File: config.mk
export PLATFORM = sky130hd
export DESIGN_NAME = btn_pulse_conditioner
export DESIGN_NICKNAME = d
export VERILOG_FILES = /design/src/rtl/pwm_ctrl_pkg.sv /design/src/rtl/btn_debounce_channel.sv /design/src/rtl/btn_pulse_conditioner.sv
export SDC_FILE = /design/constraint.sdc
export NUM_CORES = 1
export LEC_CHECK = 0
export CAP_MARGIN = 25
export CORE_UTILIZATION = 44
export CTS_CLUSTER_DIAMETER = 60
export DETAILED_ROUTE_END_ITERATION = 10
export HOLD_SLACK_MARGIN = 0.15
export PLACE_DENSITY = 0.7
export SYNTH_ARGS = -nofsm -noshare
export SYNTH_HDL_FRONTEND = slang
export SYNTH_SLANG_ARGS = --single-unit
File: constraint.sdc
create_clock -name clk -period 1 [get_ports clk]
set_input_delay 0.25 -clock clk [delete_from_list [all_inputs] [get_ports clk]]
set_output_delay 0.25 -clock clk [all_outputs]
set_load 0.005 [all_outputs]
File: src/rtl/pwm_ctrl_pkg.sv
// Shared types and constants for the PWM duty controller.
// Button states, duty step count and default debounce/repeat timing.
package pwm_ctrl_pkg;

  typedef enum logic [1:0] {
    IDLE,
    PRESSED,
    HOLD,
    REPEAT
  } btn_state_t;

  localparam int PWM_DUTY_STEPS       = 10;
  localparam int DEBOUNCE_CYCLES_SIM  = 4;
  localparam int DEBOUNCE_CYCLES_FPGA = 1_250_000;
  localparam int HOLD_CYCLES_DEF      = 16;
  localparam int REPEAT_CYCLES_DEF    = 8;

endpackage

File: src/rtl/btn_debounce_channel.sv
// One button: 2-FF sync, debounce, press FSM and optional repeat timer.
// Repeat timer and HOLD/REPEAT states exist only with BTN_AUTO_REPEAT_EN.
module btn_debounce_channel
  import pwm_ctrl_pkg::*;
#(
  parameter int DEBOUNCE_CYCLES = DEBOUNCE_CYCLES_SIM,
  parameter int HOLD_CYCLES     = HOLD_CYCLES_DEF,
  parameter int REPEAT_CYCLES   = REPEAT_CYCLES_DEF
) (
  input  logic clk,
  input  logic rst,
  input  logic btn,
  output logic d,
  output logic req
);

  localparam int CW = $clog2(DEBOUNCE_CYCLES);

  if (DEBOUNCE_CYCLES < 2 || HOLD_CYCLES < 2 ||
      REPEAT_CYCLES < 2) begin : g_param_check
    $error("btn_debounce_channel: cycle counts must be >= 2");
  end

  logic          sync1;
  logic          s;
  logic [CW-1:0] cnt;
  logic          settle;
  logic          rise;
  logic          fall;
  btn_state_t    state;

  assign settle = (s != d) &&
                  (cnt == CW'(DEBOUNCE_CYCLES - 1));
  assign rise   = settle & s;
  assign fall   = settle & ~s;

  // Two-flop synchroniser for the asynchronous raw button.
  always_ff @(posedge clk or posedge rst) begin
    if (rst) begin
      sync1 <= 1'b0;
      s     <= 1'b0;
    end else begin
      sync1 <= btn;
      s     <= sync1;
    end
  end

  // Accept a new level only after it has held for the full window.
  always_ff @(posedge clk or posedge rst) begin
    if (rst) begin
      cnt <= '0;
      d   <= 1'b0;
    end else if (s == d) begin
      cnt <= '0;
    end else if (settle) begin
      d   <= s;
      cnt <= '0;
    end else begin
      cnt <= cnt + CW'(1);
    end
  end

`ifdef BTN_AUTO_REPEAT_EN
  localparam int TMAX = (HOLD_CYCLES > REPEAT_CYCLES) ?
                        HOLD_CYCLES : REPEAT_CYCLES;
  localparam int TW   = $clog2(TMAX);

  logic [TW-1:0] timer;

  // Press FSM: pulse on press, then hold delay, then periodic repeats.
  always_ff @(posedge clk or posedge rst) begin
    if (rst) begin
      state <= IDLE;
      req   <= 1'b0;
      timer <= '0;
    end else begin
      req <= 1'b0;
      if (fall) begin
        state <= IDLE;
        timer <= '0;
      end else if (rise && state == IDLE) begin
        state <= PRESSED;
        req   <= 1'b1;
        timer <= TW'(HOLD_CYCLES - 1);
      end else begin
        unique case (state)
          PRESSED: begin
            state <= HOLD;
            timer <= timer - TW'(1);
          end
          HOLD, REPEAT: begin
            if (timer == '0) begin
              state <= REPEAT;
              req   <= 1'b1;
              timer <= TW'(REPEAT_CYCLES - 1);
            end else begin
              timer <= timer - TW'(1);
            end
          end
          default: ;
        endcase
      end
    end
  end
`else
  // Press FSM: exactly one pulse per debounced press.
  always_ff @(posedge clk or posedge rst) begin
    if (rst) begin
      state <= IDLE;
      req   <= 1'b0;
    end else begin
      req <= 1'b0;
      if (fall) begin
        state <= IDLE;
      end else if (rise && state == IDLE) begin
        state <= PRESSED;
        req   <= 1'b1;
      end
    end
  end
`endif

endmodule

File: src/rtl/btn_pulse_conditioner.sv
// Debounced inc/dec buttons to exclusive one-cycle duty step pulses.
// Define BTN_AUTO_REPEAT_EN to add auto-repeat while a button is held.
module btn_pulse_conditioner
  import pwm_ctrl_pkg::*;
#(
  parameter int DEBOUNCE_CYCLES = DEBOUNCE_CYCLES_SIM,
  parameter int HOLD_CYCLES     = HOLD_CYCLES_DEF,
  parameter int REPEAT_CYCLES   = REPEAT_CYCLES_DEF
) (
  input  logic clk,
  input  logic rst,
  input  logic ui_increase_duty,
  input  logic ui_decrease_duty,
  output logic uo_duty_inc,
  output logic uo_duty_dec,
  output logic uo_inc_level,
  output logic uo_dec_level
);

  logic d_inc;
  logic d_dec;
  logic req_inc;
  logic req_dec;

  btn_debounce_channel #(
    .DEBOUNCE_CYCLES (DEBOUNCE_CYCLES),
    .HOLD_CYCLES     (HOLD_CYCLES),
    .REPEAT_CYCLES   (REPEAT_CYCLES)
  ) u_inc (
    .clk (clk),
    .rst (rst),
    .btn (ui_increase_duty),
    .d   (d_inc),
    .req (req_inc)
  );

  btn_debounce_channel #(
    .DEBOUNCE_CYCLES (DEBOUNCE_CYCLES),
    .HOLD_CYCLES     (HOLD_CYCLES),
    .REPEAT_CYCLES   (REPEAT_CYCLES)
  ) u_dec (
    .clk (clk),
    .rst (rst),
    .btn (ui_decrease_duty),
    .d   (d_dec),
    .req (req_dec)
  );

  assign uo_inc_level = d_inc;
  assign uo_dec_level = d_dec;

  // Drop a request while the other button is held down.
  always_ff @(posedge clk or posedge rst) begin
    if (rst) begin
      uo_duty_inc <= 1'b0;
      uo_duty_dec <= 1'b0;
    end else begin
      uo_duty_inc <= req_inc & ~d_dec;
      uo_duty_dec <= req_dec & ~d_inc;
    end
  end

endmodule

==> summary.md <==
| Metric | Value |
|---|---|
| Place WS | `-0.0977 ns` |
| Grt total ovfl | `0` |
| ANT cells | `0` |
| Die Y | `~38 um` |
| Worst hold path class | `input port to asynchronous set/reset pin` |
| WP data required | `roughly 0.75 ns` |
| Netlist cell types | `15` |
| CP Cell Sequence | `buf_2` |
| Status | `complete, but fails checks` |
| Violated checks | `setup timing` |
| Crit Path Category | `flip-flop to output port` |
| Core Footprint | `~0.0012 mm2` |
| Final Instance Area | `between 700 and 800 um2` |
| Syn_nets | `just under 50` |
| Critical path endpoint category | `output port` |
| Nature of the critical path startpoint | `flip-flop` |
| Total power | `approximately 1.7 mW` |
| Clock-pin slew on the worst setup and hold paths | `0.08 ns` |
| Area grow syn2layout | `28.9%` |
| Routed WL | `821 um` |
| First-pass GRT wire length | `~1.4 mm` |
| Fmax | `961 MHz` |
| Critical path's largest stage delay | `0.38 ns` |
| Drt first pass iters | `3` |
| Clk_lat worst skew | `0.28 ns` |
| GRT met2 Usage | `25.8%` |
| RSZ-0062 raised after global routing | `yes` |
| Final number of setup-violating endpoints | `4` |
| Total track usage | `about 15%` |
| Clk_skew | `0.00371 ns` |
| CTS Sinks | `16` |
| Synth Warn # | `0` |
| Finished Layout Cells | `71` |
| WP data arrival | `between 0.7 and 0.8 ns` |
| M3 GR Usage | `4.07%` |
| Slew @ Worst Pin | `0.185 ns` |
| CP Buf/Inv Count | `1` |
| Fin crit share | `104%` |
| Met1 usage | `14.1%` |
| Max H-tree Level | `1` |
| Flop2flop setup slack | `0 ns` |
| Synth Area per Inst | `13.3 um2` |
| Die ar. | `0.00145 mm2` |
| CTS Root Cell | `clkbuf_4` |
| Mean number of vias per cell | `just under 5` |
| Vias in the first global route | `355` |
| Placer Congestion | `~0.64` |
| Max stage delay cell, worst path | `dfrtp_1` |
| Mapped cell area | `approximately 570 um2` |
| PortBufs | `7` |
| Slew Viols, Final | `0` |
| CTS tree | `built` |
| Via count | `between 300 and 400` |
| Die extent in x | `38.1 um` |
| Critical path peak fanout | `2` |
| Maximum VDD drop | `around 1100 uV` |
| Final hold vios | `0` |
| Seq/Total Area, Yosys | `70.0%` |
| Starting Density | `approximately 49%` |
| Detail Placement HPWL | `~600 um` |
| Share of layout cells above drive strength 1 | `31.6%` |
| CTS Buf Count | `3` |
| Clk buf depth | `2` |
| Most frequent cells in the layout | `dfrtp_1 (16), inv_1 (4), o21ai_0 (4), buf_2 (4)` |
| Initial DRC count | `5` |
| Most common cell after layout, fill and taps aside | `dfrtp_1` |
| FF+latch count, synth | `16` |
| Relative slew slack | `87.7%` |
| Largest net degree at the start of global routing | `17` |
| WL/cell | `11.6 um` |
| Cell Area, Placed | `just under 700 um2` |
| Grt peak-use layer | `met2` |
| Post-route ant nets | `0` |
| Pwr dens | `about 2300 mW/mm2` |
| LEAKAGE | `about 0.35 nW` |
| Setup ws final | `-0.0405 ns` |
| Multi-input combinational cell area | `189 um2` |
| Antenna violations before repair | `0` |
| Hold_buf cts | `0` |
| Final min period | `1.04 ns` |
| Number of max-cap violations | `0` |
| Nets | `65` |
| Num rows | `12` |
| Synthesized instance count | `43` |
| FF/Latch Area | `~400 um2` |
| Hold slack | `~0.27 ns` |
| DRC | `0` |
| Inst Count DP | `67` |
| CP top delay family | `flip-flops` |
| I/O pin cnt | `8` |
| Fillcell total | `89` |
[cell type report]
cell class | count | share of cell area, %
multi-input cells | 23 | 25.6
inverters | 4 | 2.04
well taps | 14 | 2.38
repair buffers | 11 | 12.6
clock buffers | 3 | 3.06
flip-flops and latches | 16 | 54.3
[path summary, 6_finish.rpt]
path                        startpoint           end  cells after the start
max                            u_inc.d  uo_inc_level                      1
min                                rst       u_inc.s                      3
max reg2reg                    u_dec.d  u_dec.cnt[1]                      3
min reg2reg                u_inc.sync1       u_inc.s                      0
max in group asynchronous          rst   uo_duty_dec                      3
min in group clk           u_inc.sync1       u_inc.s                      0
[repair_timing]
item | CTS | global route
endpoints found under the setup margin | 7 | 8
pin swaps | 0 | 1
gates resized for setup | 18 | 2
setup buffers | 0 | 1
[sequential cells by signal (all words and copies together) (netlist names)]
signal,cells
u_dec.cnt,2
u_dec.req,1
u_dec.state,1
u_inc.cnt,2
u_inc.state,1
u_dec.s,1
u_inc.d,1
u_dec.sync1,1
u_inc.req,1
uo_duty_dec,1
uo_duty_inc,1
u_inc.sync1,1
u_dec.d,1
u_inc.s,1
[logic make-up after synthesis]
| kind of cell | count (synthesis) | share of synthesized area (%) |
|---|---|---|
| DFF | 16 | 70.0 |
| and+or+nand+nor | 12 | 13.8 |
| AOI/OAI and AO/OA | 7 | 6.13 |
| buffers and inverters | 4 | 2.63 |
| xor gates and xnor gates | 2 | 3.06 |
| adders and majority gates | 2 | 4.38 |
[stage by stage]
step	TNS (ns)	util, %
CTS	-0.172	61.6
global placement	-0.207	60.1
global route	-0.363	63.7
floorplan	0	-
finish	-0.0866	63.7
detailed placement	-0.307	60.1
[cells in the mapped netlist, drive strengths merged]
cell    number  area (um2)
ha           2        25.0
nor3b        1        12.5
dfrtp       16         400
nor2         1        3.75
inv          4        15.0
o21ai        4        20.0
nand2        3        11.3
nor3         2        10.0
a21oi        3        15.0
and2b        1        8.76
nor2b        2        12.5
xor2         1        8.76
xnor2        1        8.76
and2         1        7.51
and4bb       1        12.5
[where the power goes]
group	switching [mW]	leakage (nW)	internal (mW)	total, mW
clock network	0.175	0.0138	0.140	0.315
registers	0.0886	0.202	0.773	0.862
logic	0.206	0.132	0.288	0.495
total	0.470	0.347	1.20	1.67
[metal layers]
layer,part of all wire (%),wire (um)
met2,58,475
met4,0.73,6
met5,0,0
met3,3.8,31
met1,38,309
Power figures use the tool's default switching activity.
